File: src/rtl/movegen_pkg.sv
// Shared types and constants for the move-generation array and its sequencer.
//
// Contents:
//   NSQ_BOARD / SQW_BOARD  default square count and square-index width
//   piece_type_t / piece_t 4-bit piece code: bit 3 colour, bits 2:0 type, 0 = empty
//   sq_t                   square index
//   seq_state_t + ST_*     sequencer state encoding
package movegen_pkg;

    localparam int unsigned NSQ_BOARD = 64;
    localparam int unsigned SQW_BOARD = 6;

    typedef enum logic [2:0] {
        PT_EMPTY  = 3'd0,
        PT_PAWN   = 3'd1,
        PT_KNIGHT = 3'd2,
        PT_BISHOP = 3'd3,
        PT_ROOK   = 3'd4,
        PT_QUEEN  = 3'd5,
        PT_KING   = 3'd6
    } piece_type_t;

    typedef struct packed {
        logic        colour;
        piece_type_t ptype;
    } piece_t;

    typedef logic [SQW_BOARD-1:0] sq_t;

    // Sequencer states, kept as plain constants so older tools can share the encoding.
    typedef logic [2:0] seq_state_t;
    localparam seq_state_t ST_IDLE  = 3'd0;
    localparam seq_state_t ST_LOAD  = 3'd1;
    localparam seq_state_t ST_ISSUE = 3'd2;
    localparam seq_state_t ST_WAIT  = 3'd3;
    localparam seq_state_t ST_DRAIN = 3'd4;
    localparam seq_state_t ST_DONE  = 3'd5;

    function automatic logic piece_is_empty(input piece_t p);
        return p.ptype == PT_EMPTY;
    endfunction

endpackage

File: src/rtl/movegen_sequencer_if.sv
// Bundle of every non-clock/reset signal of the move-generation sequencer.
//
// Groups:
//   command   start, busy, done
//   position  pos_in_valid, pos_in_ready, pos_in_data (square NSQ-1 first)
//   array     chain_valid, chain_data, src_sel, emit_move, target_mask
//   moves     move_valid, move_ready, move_from, move_to, move_count
//
// Modports:
//   master  the sequencer itself
//   slave   host, array and move consumer as seen from the other side
interface movegen_sequencer_if
    import movegen_pkg::*;
#(
    parameter int unsigned NSQ  = NSQ_BOARD,
    parameter int unsigned SQW  = SQW_BOARD,
    parameter int unsigned CNTW = 8
);

    logic            start;
    logic            busy;
    logic            done;

    logic            pos_in_valid;
    logic            pos_in_ready;
    piece_t          pos_in_data;

    logic            chain_valid;
    piece_t          chain_data;
    logic [NSQ-1:0]  src_sel;
    logic            emit_move;
    logic [NSQ-1:0]  target_mask;

    logic            move_valid;
    logic            move_ready;
    logic [SQW-1:0]  move_from;
    logic [SQW-1:0]  move_to;
    logic [CNTW-1:0] move_count;

    modport master (
        input  start,
        output busy,
        output done,
        input  pos_in_valid,
        output pos_in_ready,
        input  pos_in_data,
        output chain_valid,
        output chain_data,
        output src_sel,
        output emit_move,
        input  target_mask,
        output move_valid,
        input  move_ready,
        output move_from,
        output move_to,
        output move_count
    );

    modport slave (
        output start,
        input  busy,
        input  done,
        output pos_in_valid,
        input  pos_in_ready,
        output pos_in_data,
        input  chain_valid,
        input  chain_data,
        input  src_sel,
        input  emit_move,
        output target_mask,
        input  move_valid,
        output move_ready,
        input  move_from,
        input  move_to,
        input  move_count
    );

endinterface

File: src/rtl/movegen_prienc.sv
// Lowest-set-bit priority encoder.
//
// Ports:
//   vec  input  N   request vector
//   idx  output W   index of the lowest set bit of vec (0 when vec is zero)
//   any  output 1   vec has at least one bit set
module movegen_prienc #(
    parameter int unsigned N = 64,
    parameter int unsigned W = 6
) (
    input  logic [N-1:0] vec,
    output logic [W-1:0] idx,
    output logic         any
);

    always_comb begin
        idx = '0;
        any = |vec;
        // Scan high to low so the last hit, the lowest index, wins.
        for (int i = N - 1; i >= 0; i--) begin
            if (vec[i]) begin
                idx = W'(i);
            end
        end
    end

endmodule

File: src/rtl/movegen_sequencer.sv
// Controller for the 64-square move-generation array.
//
// Loads a board position into the array's piece shift chain, then walks every origin
// square: selects it, pulses emit_move, captures the returned target mask MASK_LAT
// cycles later and serialises each set bit, lowest first, as a (from,to) move on a
// valid/ready output.
//
// Ports:
//   clk  input  clock, everything on the rising edge
//   rst  input  synchronous active-high reset; aborts any run without a done pulse
//   bus  master side of movegen_sequencer_if:
//        start/busy/done                      command handshake
//        pos_in_valid/pos_in_ready/pos_in_data  host position stream
//        chain_valid/chain_data               shift chain head of the array
//        src_sel/emit_move/target_mask        origin select, emit strobe, returned targets
//        move_valid/move_ready/move_from/move_to  move stream
//        move_count                           moves emitted this scan, saturating
module movegen_sequencer
    import movegen_pkg::*;
#(
    parameter int unsigned NSQ      = NSQ_BOARD,
    parameter int unsigned SQW      = SQW_BOARD,
    parameter int unsigned MASK_LAT = 2,
    parameter int unsigned CNTW     = 8
) (
    input  logic clk,
    input  logic rst,
    movegen_sequencer_if.master bus
);

    localparam int unsigned LATW = $clog2(MASK_LAT + 1);

    seq_state_t      state_q, state_d;
    logic [SQW-1:0]  beat_q, beat_d;
    logic [SQW-1:0]  src_q, src_d;
    logic [LATW-1:0] wait_q, wait_d;
    logic [NSQ-1:0]  pending_q, pending_d;
    logic [CNTW-1:0] move_count_q, move_count_d;

    logic            chain_valid_q, chain_valid_d;
    piece_t          chain_data_q, chain_data_d;

    logic            move_valid_q, move_valid_d;
    logic [SQW-1:0]  move_from_q, move_from_d;
    logic [SQW-1:0]  move_to_q, move_to_d;

    logic            pos_accept;
    logic            src_active;
    logic [SQW-1:0]  enc_idx;
    logic            enc_any;

    assign pos_accept = (state_q == ST_LOAD) && bus.pos_in_valid;
    assign src_active = (state_q == ST_ISSUE) || (state_q == ST_WAIT) ||
                        (state_q == ST_DRAIN);

    // Next-state control.
    always_comb begin
        state_d      = state_q;
        beat_d       = beat_q;
        src_d        = src_q;
        wait_d       = wait_q;
        pending_d    = pending_q;
        move_count_d = move_count_q;

        case (state_q)
            ST_IDLE: begin
                if (bus.start) begin
                    state_d      = ST_LOAD;
                    beat_d       = '0;
                    move_count_d = '0;
                end
            end

            ST_LOAD: begin
                if (pos_accept) begin
                    beat_d = beat_q + 1'b1;
                    if (beat_q == SQW'(NSQ - 1)) begin
                        state_d = ST_ISSUE;
                        src_d   = '0;
                    end
                end
            end

            ST_ISSUE: begin
                wait_d  = LATW'(MASK_LAT);
                state_d = ST_WAIT;
            end

            ST_WAIT: begin
                wait_d = wait_q - 1'b1;
                if (wait_q == LATW'(1)) begin
                    pending_d = bus.target_mask;
                    state_d   = ST_DRAIN;
                end
            end

            ST_DRAIN: begin
                if (pending_q == '0) begin
                    if (src_q == SQW'(NSQ - 1)) begin
                        state_d = ST_DONE;
                    end else begin
                        src_d   = src_q + 1'b1;
                        state_d = ST_ISSUE;
                    end
                end else if (bus.move_ready) begin
                    // The presented move is always the lowest pending bit, so this clears it.
                    pending_d = pending_q & (pending_q - 1'b1);
                    if (move_count_q != '1) begin
                        move_count_d = move_count_q + 1'b1;
                    end
                end
            end

            ST_DONE: begin
                state_d = ST_IDLE;
            end

            default: begin
                state_d = ST_IDLE;
            end
        endcase
    end

    // The encoder looks at next-cycle pending so the registered move outputs line up
    // with the bit they describe, keeping one move per cycle under sustained ready.
    movegen_prienc #(
        .N (NSQ),
        .W (SQW)
    ) u_prienc (
        .vec (pending_d),
        .idx (enc_idx),
        .any (enc_any)
    );

    always_comb begin
        move_valid_d  = (state_d == ST_DRAIN) && enc_any;
        move_from_d   = move_valid_d ? src_q : move_from_q;
        move_to_d     = move_valid_d ? enc_idx : move_to_q;
        chain_valid_d = pos_accept;
        chain_data_d  = pos_accept ? bus.pos_in_data : chain_data_q;
    end

    always_ff @(posedge clk) begin
        if (rst) begin
            state_q       <= ST_IDLE;
            beat_q        <= '0;
            src_q         <= '0;
            wait_q        <= '0;
            pending_q     <= '0;
            move_count_q  <= '0;
            chain_valid_q <= 1'b0;
            chain_data_q  <= '0;
            move_valid_q  <= 1'b0;
            move_from_q   <= '0;
            move_to_q     <= '0;
        end else begin
            state_q       <= state_d;
            beat_q        <= beat_d;
            src_q         <= src_d;
            wait_q        <= wait_d;
            pending_q     <= pending_d;
            move_count_q  <= move_count_d;
            chain_valid_q <= chain_valid_d;
            chain_data_q  <= chain_data_d;
            move_valid_q  <= move_valid_d;
            move_from_q   <= move_from_d;
            move_to_q     <= move_to_d;
        end
    end

    assign bus.busy         = (state_q == ST_LOAD) || src_active;
    assign bus.done         = (state_q == ST_DONE);
    assign bus.pos_in_ready = (state_q == ST_LOAD);
    assign bus.emit_move    = (state_q == ST_ISSUE);
    assign bus.src_sel      = src_active ? (NSQ'(1) << src_q) : '0;
    assign bus.chain_valid  = chain_valid_q;
    assign bus.chain_data   = chain_data_q;
    assign bus.move_valid   = move_valid_q;
    assign bus.move_from    = move_from_q;
    assign bus.move_to      = move_to_q;
    assign bus.move_count   = move_count_q;

endmodule

File: src/flat_wrapper.sv
// flat-port wrapper written by rule: the top's interface ports become plain ports
module movegen_sequencer_flat import movegen_pkg::*;
#(
    parameter int unsigned NSQ      = NSQ_BOARD,
    parameter int unsigned SQW      = SQW_BOARD,
    parameter int unsigned MASK_LAT = 2,
    parameter int unsigned CNTW     = 8
)
  (clk, rst, bus_start, bus_busy, bus_done, bus_pos_in_valid, bus_pos_in_ready, bus_pos_in_data, bus_chain_valid, bus_chain_data, bus_src_sel, bus_emit_move, bus_target_mask, bus_move_valid, bus_move_ready, bus_move_from, bus_move_to, bus_move_count);
  movegen_sequencer_if #(.NSQ(NSQ), .SQW(SQW), .CNTW(CNTW)) bus_i ();
  input  logic clk;
  input  logic rst;
  input wire logic [$bits(bus_i.start)-1:0] bus_start;
  output wire logic [$bits(bus_i.busy)-1:0] bus_busy;
  output wire logic [$bits(bus_i.done)-1:0] bus_done;
  input wire logic [$bits(bus_i.pos_in_valid)-1:0] bus_pos_in_valid;
  output wire logic [$bits(bus_i.pos_in_ready)-1:0] bus_pos_in_ready;
  input wire logic [$bits(bus_i.pos_in_data)-1:0] bus_pos_in_data;
  output wire logic [$bits(bus_i.chain_valid)-1:0] bus_chain_valid;
  output wire logic [$bits(bus_i.chain_data)-1:0] bus_chain_data;
  output wire logic [$bits(bus_i.src_sel)-1:0] bus_src_sel;
  output wire logic [$bits(bus_i.emit_move)-1:0] bus_emit_move;
  input wire logic [$bits(bus_i.target_mask)-1:0] bus_target_mask;
  output wire logic [$bits(bus_i.move_valid)-1:0] bus_move_valid;
  input wire logic [$bits(bus_i.move_ready)-1:0] bus_move_ready;
  output wire logic [$bits(bus_i.move_from)-1:0] bus_move_from;
  output wire logic [$bits(bus_i.move_to)-1:0] bus_move_to;
  output wire logic [$bits(bus_i.move_count)-1:0] bus_move_count;
  assign bus_i.start = bus_start;
  assign bus_busy = bus_i.busy;
  assign bus_done = bus_i.done;
  assign bus_i.pos_in_valid = bus_pos_in_valid;
  assign bus_pos_in_ready = bus_i.pos_in_ready;
  assign bus_i.pos_in_data = bus_pos_in_data;
  assign bus_chain_valid = bus_i.chain_valid;
  assign bus_chain_data = bus_i.chain_data;
  assign bus_src_sel = bus_i.src_sel;
  assign bus_emit_move = bus_i.emit_move;
  assign bus_i.target_mask = bus_target_mask;
  assign bus_move_valid = bus_i.move_valid;
  assign bus_i.move_ready = bus_move_ready;
  assign bus_move_from = bus_i.move_from;
  assign bus_move_to = bus_i.move_to;
  assign bus_move_count = bus_i.move_count;
  movegen_sequencer #(.NSQ(NSQ), .SQW(SQW), .MASK_LAT(MASK_LAT), .CNTW(CNTW)) u_core (.clk(clk), .rst(rst), .bus(bus_i));
endmodule
File: config.mk
export PLATFORM = sky130hd
export DESIGN_NAME = movegen_sequencer_flat
export DESIGN_NICKNAME = d
export VERILOG_FILES = /design/src/rtl/movegen_pkg.sv /design/src/rtl/movegen_sequencer_if.sv /design/src/rtl/movegen_prienc.sv /design/src/rtl/movegen_sequencer.sv /design/src/flat_wrapper.sv
export SDC_FILE = /design/constraint.sdc
export NUM_CORES = 1
export LEC_CHECK = 0
export CAP_MARGIN = 5
export CORE_UTILIZATION = 35
export DETAILED_ROUTE_END_ITERATION = 12
export PLACE_DENSITY = 0.6
export SLEW_MARGIN = 30
export SYNTH_ARGS = -nofsm -noshare
export SYNTH_HDL_FRONTEND = slang
export SYNTH_HIERARCHICAL = 1
export SYNTH_SLANG_ARGS = --single-unit
File: constraint.sdc
create_clock -name clk -period 12.1 [get_ports clk]
set_input_delay 1.815 -clock clk [delete_from_list [all_inputs] [get_ports clk]]
set_output_delay 1.815 -clock clk [all_outputs]
set_load 0.1 [all_outputs]
### Word-level counts from Yosys, hierarchy flattened

Cells that the tools add are included.

| storage, ports and cells | value |
|---|---|
| bits of input ports | 73 |
| word-level logic and storage cells | 142 |
| bits in registers | 107 |

| cells by class | value |
|---|---|
| eq/ne operators | 18 |
| shift operators | 1 |
| $add $sub $neg | 5 |
| bitwise gates (word level) | 1 |
| mux-type cells | 90 |
| reductions and logical operators | 15 |

Operator list:

| cell | number |
|---|---|
| $mux W6 | 70 |
| $mux W64 | 4 |
| $pmux W64 S2 | 1 |
| $and A64 B64 Y64 | 1 |
| $logic_not A64 Y1 | 1 |
| $reduce_or A64 Y1 | 1 |
| $shl A1 B6 Y64 const A | 1 |
| $sub A64 B1 Y64 const B | 1 |
| $mux W8 | 4 |
| $pmux W6 S2 | 2 |
| $mux W3 | 6 |
| $pmux W8 S2 | 1 |
| $pmux W3 S5 | 1 |
| $add A6 B1 Y6 const B | 2 |
| $eq A6 B6 Y1 const B | 2 |
| $ne A2 B2 Y1 const B | 6 |
| $reduce_and A5 Y1 | 2 |
| $eq A3 B3 Y1 const B | 3 |
| $add A8 B1 Y8 const B | 1 |
| $ne A8 B8 Y1 const B | 1 |
| $reduce_bool A2 Y1 | 4 |
| $eq A3 B2 Y1 const B | 2 |
| $ne A2 B1 Y1 const B | 2 |
| $pmux W2 S2 | 1 |
| 7 further kinds | 10 |

### Depth between registers and ports, before layout

Gate-level depths: netlist of run 1.

| depth | value |
|---|---|
| depth after elaboration | 69 |
| depth in mapped cells | 18 |
| mapped depth without buffers | 17 |

### Cells and area by module

Netlist of run 1, hierarchy kept.

Modules (own cells, without submodules):

| module | cells each | seq. area each (sq um) | area an instance (sq um) | instances |
|---|---|---|---|---|
| movegen_sequencer | 801 | 2,142.1 | 6,095.8 | 1 |
| movegen_prienc | 145 | 0.0 | 887.1 | 1 |

### Worst setup path after synthesis of run 1

OpenSTA, ideal clock, no wires.

| path | value |
|---|---|
| path type | input to register |
| start | input bus_move_ready |
| end | register u_core.move_from_q[0], in the netlist u_core/bus.move_from[0] |
| required time | 11.972 ns |
| data arrival time | 5.253 ns |
| library setup time | 0.128 ns |
| stages on the path | 16 |
| setup slack | 6.720 ns |
| cells stage by stage | inv_1 or3_1 clkbuf_1 or3_1 nor4_1 a31oi_1 or4_4 nor4b_4 nand3_2 nor2_2 nand3b_1 o21ai_0 a31oi_1 clkbuf_1 mux2i_1 nor2_1 |

| on the way | value |
|---|---|
| longest elaborated chain between the ends | 5 |

RTL lines:

| item | RTL line | RTL |
|---|---|---|
| start: declaration | flat_wrapper.sv:25 | `input wire logic [$bits(bus_i.move_ready)-1:0] bus_move_ready;` |
| $mux W64 | movegen_sequencer.sv:105 | `end else if (bus.move_ready) begin` |
| $mux W64 | movegen_sequencer.sv:98 | `if (pending_q == '0) begin` |
| $pmux W64 S2 | movegen_sequencer.sv:65 | `case (state_q)` |
| named net u_core.pending_d[62] | movegen_sequencer.sv:37 | `logic [NSQ-1:0] pending_q, pending_d;` |
| $reduce_or A64 Y1 | movegen_prienc.sv:18 | `any = \|vec;` |
| named net u_core.enc_any | movegen_sequencer.sv:50 | `logic enc_any;` |
| $logic_and A1 B1 Y1 | movegen_sequencer.sv:136 | `move_valid_d = (state_d == ST_DRAIN) && enc_any;` |
| end signal: assignment | movegen_sequencer.sv:166 | `move_from_q <= move_from_d;` |
| end: declaration | movegen_sequencer.sv:44 | `logic [SQW-1:0] move_from_q, move_from_d;` |

The timed path passes the listed nets, and every way through them passes these cells.
A chain may end at the register's enable or synchronous reset.

### Worst setup path in the final report of run 1

| path | value |
|---|---|
| start | input bus_move_ready |
| end | register u_core.move_from_q[4], in the netlist u_core/bus.move_from[4] |

Same word-level chain as after synthesis.

==> flow_summary.yaml, run 1 <==
global_route:
  track_usage_pct: 25.0
  grt_overflow: 0
  grt_max_degree: 60
  antenna_found_initial: 0
  grt_pass1_wl_mm: 39.1
  grt_pass1_vias: 6982
cts:
  htree_levels: 3
  cts_buffers: 9
  cts_hold_buf: 0
  clkTransAtPathRegs_ns: 0.08
  clk_latency_ns: 0.36
  root_buffer: "clkbuf_16"
  cts_tree: "done"
  clockBufferDepth: 2
  cts_sinks: 107
  cts_resized: 0
  cts_setup_buffers: 0
sta:
  worst_slew_pin_slew_ns: 1.02
  relSlewSlack_pct: 32.0
  hold_ws_ns: 0.462
  setup_tns_ns: 0
  finalCriticalPeriod_ns: 6.14
  fmax_mhz: 163
  finClkSkew_ns: 0.00903
  rsz0062_at_grt: "no"
  setup_viol: 0
  fin_crit_sh_pct: 50.7
  setup_ws_ns: 5.96
  slew_violations: 0
  hold_viol: 0
synth:
  ys_warn_count: 6
  synth_compound_area_share_pct: 19.5
  synth_fa_ha_area_share_pct: 1.61
  ys_types: 70
  synth_xor_area_share_pct: 0.627
  synth-seq-area-share_pct: 30.7
  synth_mux_area_share_pct: 7.51
  synth_edf_count: 0
  synth_top_family_by_area: "simple AND/OR/NAND/NOR gates"
  async_flop_share_pct: 0
  syn_nets: 1028
  yosys.area_share.simple_pct: 36.5
  ys_dominant_reg_cell: "dfxtp_1"
  synth_cells: 946
  syn_area_mm2: 0.00698
  ys_seq_elements: 107
  avgSynthCellArea_um2: 7.38
power_and_ir_drop:
  power_density_mw_per_mm2: 76.2
  peakVddDrop_v: 0.0000653
  p_leak_nw: 3.62
run_status:
  outcome: "finished clean"
final_layout:
  antenna_cells: 0
  drive_above_1_share_pct: 5.10
  fin_area_mm2: 0.00921
  syn2layout_area_growth_pct: 31.9
  nNetsFinal: 1175
  fillers: 2012
worst_setup_path:
  cp_data_required_time_ns: 12.33
  crit_family: "simple AND/OR/NAND/NOR gates"
  cpMostUsedCell: "or3_1"
  start_kind: "primary input"
  r2r_start: "u_core/pending_q[34]"
  reg2reg_depth: 14
  cpPeakStageDelay_ns: 0.65
  r2r_end: "u_core/bus.move_from[4]"
  worst-path-stages: 15
  endpoint_kind: "register"
  crit_slowest_cell: "nor4_1"
  crit_chain: "clkdlybuf4s50_1 -> inv_1 -> or3_1 -> or3_1 -> nor4_1 -> a31oi_1 -> or4_4 -> nor4b_4 -> nand3_2 -> nor2_2 -> nand3b_1 -> o21ai_0 -> a31oi_4 -> mux2i_1 -> nor2_1"
  cp_max_fo: 13
  reg2reg_slack_ns: 7.18
  worstSetupPathType: "in -> reg"
  crit_buf_inv: 2
  worstPathArrival_ns: 6.37
floorplanning:
  core_area_mm2: 0.0195
  die_w_um: 143
  dieArea_mm2: 0.0205
  start_util_pct: 35.8
  num_rows: 51
  io_pins: 167
  die_h_um: 143
route:
  drt-wirelength-per-cell_um: 19.0
  drcViolationCount: 0
  via_per_inst: 5.74
  via_count: 7827
  firstDrtPassIters: 5
  drtAntennaViolNets: 0
  routed_wl_mm: 26.0
  dr.first_iter.drc_count: 746
place:
  gp_congestion: 0.960
  pre_cts_ws_ns: 5.60
  port_buffers: 166
  post_dp_cell_area_mm2: 0.00891
  dp_hpwl_mm: 19.6
job:
  maxCapViolCount: 0
min_path:
  holdPathStages: 2
  min_path_type: "reg -> reg"
  holdCritStartpoint: "u_core/bus.chain_data[2]"
  hold_end: "u_core/bus.chain_data[2]"
==> per-layer routing <==
metal  GRT usage [%]  share of wire [%]  routed length [µm]
met1            33.4                 45               11600
met2            41.4                 46               11900
met3            3.59                7.7                2000
met4            7.95                2.1                 537
met5               0                  0                   0
==> power by group <==
group / total [W] / switching, W / internal (W)
combinational: 0.0000524 / 0.0000261 / 0.0000263
clock: 0.000295 / 0.000152 / 0.000144
sequential: 0.000355 / 0.00000162 / 0.000353
==> worst reg2reg max path, stage by stage, from the launching register on <==
cell and delay (ns):
dfxtp_1 0.32, or4_4 0.57, or3_4 0.42, or3_1 0.55, nor4_1 0.72, a31oi_1 0.28
or4_4 0.60, nor4b_4 0.31, nand3_2 0.12, nor2_2 0.14, nand3b_1 0.09, o21ai_0 0.15
a31oi_4 0.20, mux2i_1 0.27, nor2_1 0.06
==> placed cells by master (no fill, tap or decap), types with 17 or more instances in the layout <==
cell,netlist,layout
nand2_1,78,78
nor3_1,61,59
inv_1,25,25
dfxtp_1,107,107
a21oi_1,73,73
or3_1,26,26
or4_1,17,17
mux2i_1,49,49
nor4_1,33,33
clkdlybuf4s50_1,0,165
and2_1,39,39
nand3_1,32,32
nor2_1,153,153
o21ai_0,25,25
==> layout make-up <==
cell class | count | area [µm²] | share of cell area, %
sequential | 107 | 2140 | 23.3
clock buffer | 9 | 225 | 2.44
timing repair buffer | 177 | 1750 | 19.0
inverter | 25 | 93.8 | 1.02
tap | 265 | 332 | 3.60
clock inverter | 7 | 58.8 | 0.638
multi-input combinational | 773 | 4610 | 50.1
==> worst max-delay path by stage <==
stage	start	endpoint	slack (ns)
floorplan	bus_move_ready	u_core/bus.move_from[0]	6.72
global placement	bus_move_ready	u_core/bus.move_from[5]	5.74
detailed placement	bus_move_ready	u_core/bus.move_from[4]	5.60
CTS	bus_move_ready	u_core/bus.move_from[4]	5.98
global route	bus_move_ready	u_core/bus.move_from[2]	5.63
finish	bus_move_ready	u_core/bus.move_from[4]	5.96
==> per-stage QoR <==
stage | total power [W] | std cells | util [%]
floorplan | 0.000382 | 946 | -
global placement | 0.000416 | 1346 | 45.6
detailed placement | 0.000416 | 1346 | 45.6
CTS | 0.000708 | 1362 | 47.1
global route | 0.000727 | 1363 | 47.2
finish | 0.000702 | 1363 | 47.2
==> cells in the mapped netlist, types with 3 or more instances <==
cell,number,area [µm²]
nor2_1,153,574
dfxtp_1,107,2140
nand2_1,78,293
a21oi_1,73,365
nor3_1,61,305
mux2i_1,49,490
and2_1,39,244
clkbuf_1,33,124
nor4_1,33,206
nand3_1,32,160
or3_1,26,163
inv_1,25,93.8
o21ai_0,25,125
or4_1,17,128
a31oi_1,16,100
o31ai_1,12,90.1
a211oi_1,11,82.6
o211ai_1,11,82.6
nand4_1,10,62.6
ha_1,9,113
nand2b_1,8,50.1
nor2b_1,8,50.1
o22ai_1,6,37.5
o41ai_1,6,52.6
a22oi_1,5,37.5
a32oi_1,5,43.8
buf_1,5,18.8
or2_2,5,31.3
nor3b_1,4,30.0
o21a_1,4,30.0
a311oi_1,3,26.3
a31o_2,3,26.3
and3_1,3,18.8
buf_2,3,15.0
mux2_2,3,33.8
nand4b_1,3,26.3
o21bai_1,3,22.5
or4_4,3,33.8
xor2_1,3,26.3
==> logic make-up (layout without fill, tap and decap cells) <==
family | after synthesis | after routing
fa+ha+maj | 9 | 9
flops | 107 | 107
compound gates | 209 | 209
xor+xnor | 5 | 5
buf+inv | 66 | 218
mux | 52 | 52
simple gates | 498 | 498
==> flip-flops by register name, summed over array words and instances (netlist names) <==
name                    count
u_core/beat_q               6
u_core/wait_q               2
u_core/bus.move_to          6
u_core/bus.chain_valid      1
u_core/bus.move_valid       1
u_core/src_q                6
u_core/bus.chain_data       4
u_core/bus.move_from        6
u_core/pending_q           64
u_core/state_q              3
u_core/bus.move_count       8
No activity file was read; power rests on OpenSTA's default activity.
==> inputs of run 2 (changes only) <==
--- a/config.mk
+++ b/config.mk
@@ -8,7 +8,7 @@
 export CAP_MARGIN = 5
 export CORE_UTILIZATION = 35
 export DETAILED_ROUTE_END_ITERATION = 12
-export PLACE_DENSITY = 0.6
+export PLACE_DENSITY = 0.62
 export SLEW_MARGIN = 30
 export SYNTH_ARGS = -nofsm -noshare
 export SYNTH_HDL_FRONTEND = slang
==> constraint.sdc (replaced) <==
create_clock -name clk -period 5.3 [get_ports clk]
set_input_delay 0.795 -clock clk [delete_from_list [all_inputs] [get_ports clk]]
set_output_delay 0.795 -clock clk [all_outputs]
set_load 0.1 [all_outputs]
==> run 2 against run 1 <==
First-iteration DRC count down 19%. Combinational power up 130%. Largest power group unchanged. Sequential cell count unchanged. Count of clock-buffer cells in the layout up 1. Final area up 1.5%. Core utilization up 0.69 points. Final cell count up 1.8%. Clock power up 120%. Critical endpoint is now u_core/bus.move_from[1]. Wire length up 1.5%. Highest routed layer unchanged. Largest cell class unchanged.
==> flow_summary.yaml, run 2 (synthesis results as in run 1) <==
route:
  routed_wl_mm: 26.4
  firstDrtPassIters: 5
  dr.first_iter.drc_count: 606
  drcViolationCount: 0
  via_per_inst: 5.72
  drtAntennaViolNets: 0
  via_count: 7936
  drt-wirelength-per-cell_um: 19.0
worst_setup_path:
  endpoint_kind: "register"
  worstSetupPathType: "reg -> reg"
  start_kind: "register"
  crit_slowest_cell: "or3_1"
  r2r_end: "u_core/bus.move_from[1]"
  crit_chain: "nor4_1 -> nand4_1 -> or3_1 -> o31ai_4 -> buf_4 -> nor2_1 -> a21oi_1 -> nor4_1 -> nor2b_1 -> nand2_1 -> nor2_2 -> nand3b_1 -> o21ai_0 -> a31oi_2 -> buf_4 -> mux2i_1 -> nor2_1"
  cpPeakStageDelay_ns: 0.64
  worstPathArrival_ns: 5.18
  cp_max_fo: 8
  reg2reg_slack_ns: 0.36
  r2r_start: "u_core/pending_q[16]"
  reg2reg_depth: 17
  cp_data_required_time_ns: 5.53
cts:
  clkTransAtPathRegs_ns: 0.07
  cts_hold_buf: 0
  clk_latency_ns: 0.36
  cts_resized: 0
  root_buffer: "clkbuf_16"
  cts_buffers: 9
  clockBufferDepth: 2
  cts_sinks: 107
  htree_levels: 3
  cts_tree: "done"
  cts_setup_buffers: 0
final_layout:
  drive_above_1_share_pct: 8.10
  final_cell_mix: "153 x clkdlybuf4s50_1, 153 x nor2_1, 107 x dfxtp_1, 78 x nand2_1, 73 x a21oi_1"
  fin_util_pct: 47.9
  nNetsFinal: 1200
  regMostFlops: "u_core/pending_q"
  fillers: 1967
  largest_reg_flops: 64
  syn2layout_area_growth_pct: 33.8
  regArea_mm2: 0.00214
  antenna_cells: 0
  multi_input_area_mm2: 0.00460
sta:
  relSlewSlack_pct: 32.5
  hold_viol: 0
  rsz0062_at_grt: "no"
  fin_crit_sh_pct: 93.3
  finalCriticalPeriod_ns: 4.94
  fmax_mhz: 202
  hold_ws_ns: 0.463
  slew_violations: 0
  worst_slew_pin_slew_ns: 1.01
  setup_viol: 0
  setup_tns_ns: 0
  finClkSkew_ns: 0.00967
power_and_ir_drop:
  power_density_mw_per_mm2: 168
  peakVddDrop_v: 0.000152
  power_w: 0.00157
  p_leak_nw: 3.76
min_path:
  holdPathStages: 2
  min_path_type: "reg -> reg"
  holdCritStartpoint: "u_core/bus.chain_data[1]"
  hold_end: "u_core/bus.chain_data[1]"
global_route:
  grt_overflow: 0
  grt_pass1_wl_mm: 39.9
  track_usage_pct: 25.6
  antenna_found_initial: 0
  grt_pass1_vias: 7253
  grt_max_degree: 49
floorplanning:
  core_area_mm2: 0.0195
  die_h_um: 143
  dieArea_mm2: 0.0205
  die_w_um: 143
  num_rows: 51
  start_util_pct: 35.8
  io_pins: 167
place:
  gp_congestion: 0.966
  port_buffers: 166
  dp_hpwl_mm: 20.3
run_status:
  outcome: "finished clean"
job:
  maxCapViolCount: 0
run 2: critical path: cells and delay by family, from the launching register on:
family | cells | cell delay, ns
multiplexers | 1 | 0.22
AND/OR/NAND/NOR | 10 | 2.17
flip-flops | 1 | 0.36
AO/OA/AOI/OAI | 4 | 1.53
buffers and inverters | 2 | 0.52
run 2: metrics by stage:
step                worst slack [ns]  area, µm²  std cells
detailed placement             0.252       9080       1372
finish                         0.357       9350       1388
CTS                            0.454       9350       1388
floorplan                      0.658       6980        946
global placement               0.348       9080       1372
global route                  0.0274       9350       1388
run 2: power by group:
group | internal [W] | leakage [nW] | total [W] | switching (W)
Clock | 0.000320 | 0.133 | 0.000641 | 0.000321
Sequential | 0.000806 | 0.862 | 0.000810 | 0.00000357
Combinational | 0.0000601 | 2.77 | 0.000120 | 0.0000601
run 2: area by class of cell:
| cell class | count | share of cell area (%) |
|---|---|---|
| clock buffers | 10 | 2.45 |
| clock inverters | 6 | 0.428 |
| inverters | 25 | 1.00 |
| multi-input cells | 773 | 49.2 |
| flip-flops and latches | 107 | 22.9 |
| well taps | 265 | 3.55 |
| repair buffers | 202 | 20.4 |
run 2: how the worst max path moves through the flow:
stage	startpoint	endpoint	slack (ns)	depth (start not counted)
after floorplan	u_core/state_q[0]	u_core/src_q[3]	0.66	7
after global placement	bus_move_ready	u_core/bus.move_from[2]	0.35	17
after detailed placement	bus_move_ready	u_core/bus.move_from[5]	0.25	17
after CTS	u_core/pending_q[34]	u_core/bus.move_from[1]	0.45	16
after global routing	u_core/pending_q[5]	u_core/bus.move_from[4]	0.03	16
final	u_core/pending_q[16]	u_core/bus.move_from[1]	0.36	17
run 2: metal layers:
layer  track usage, %  vias to the layer above  wire length, µm
met5                0                        -                0
met4             11.1                        0              787
met3             3.76                       48             2390
met2             42.5                      384            12000
met1             32.8                     3661            11200
li1                 -                     3843                -
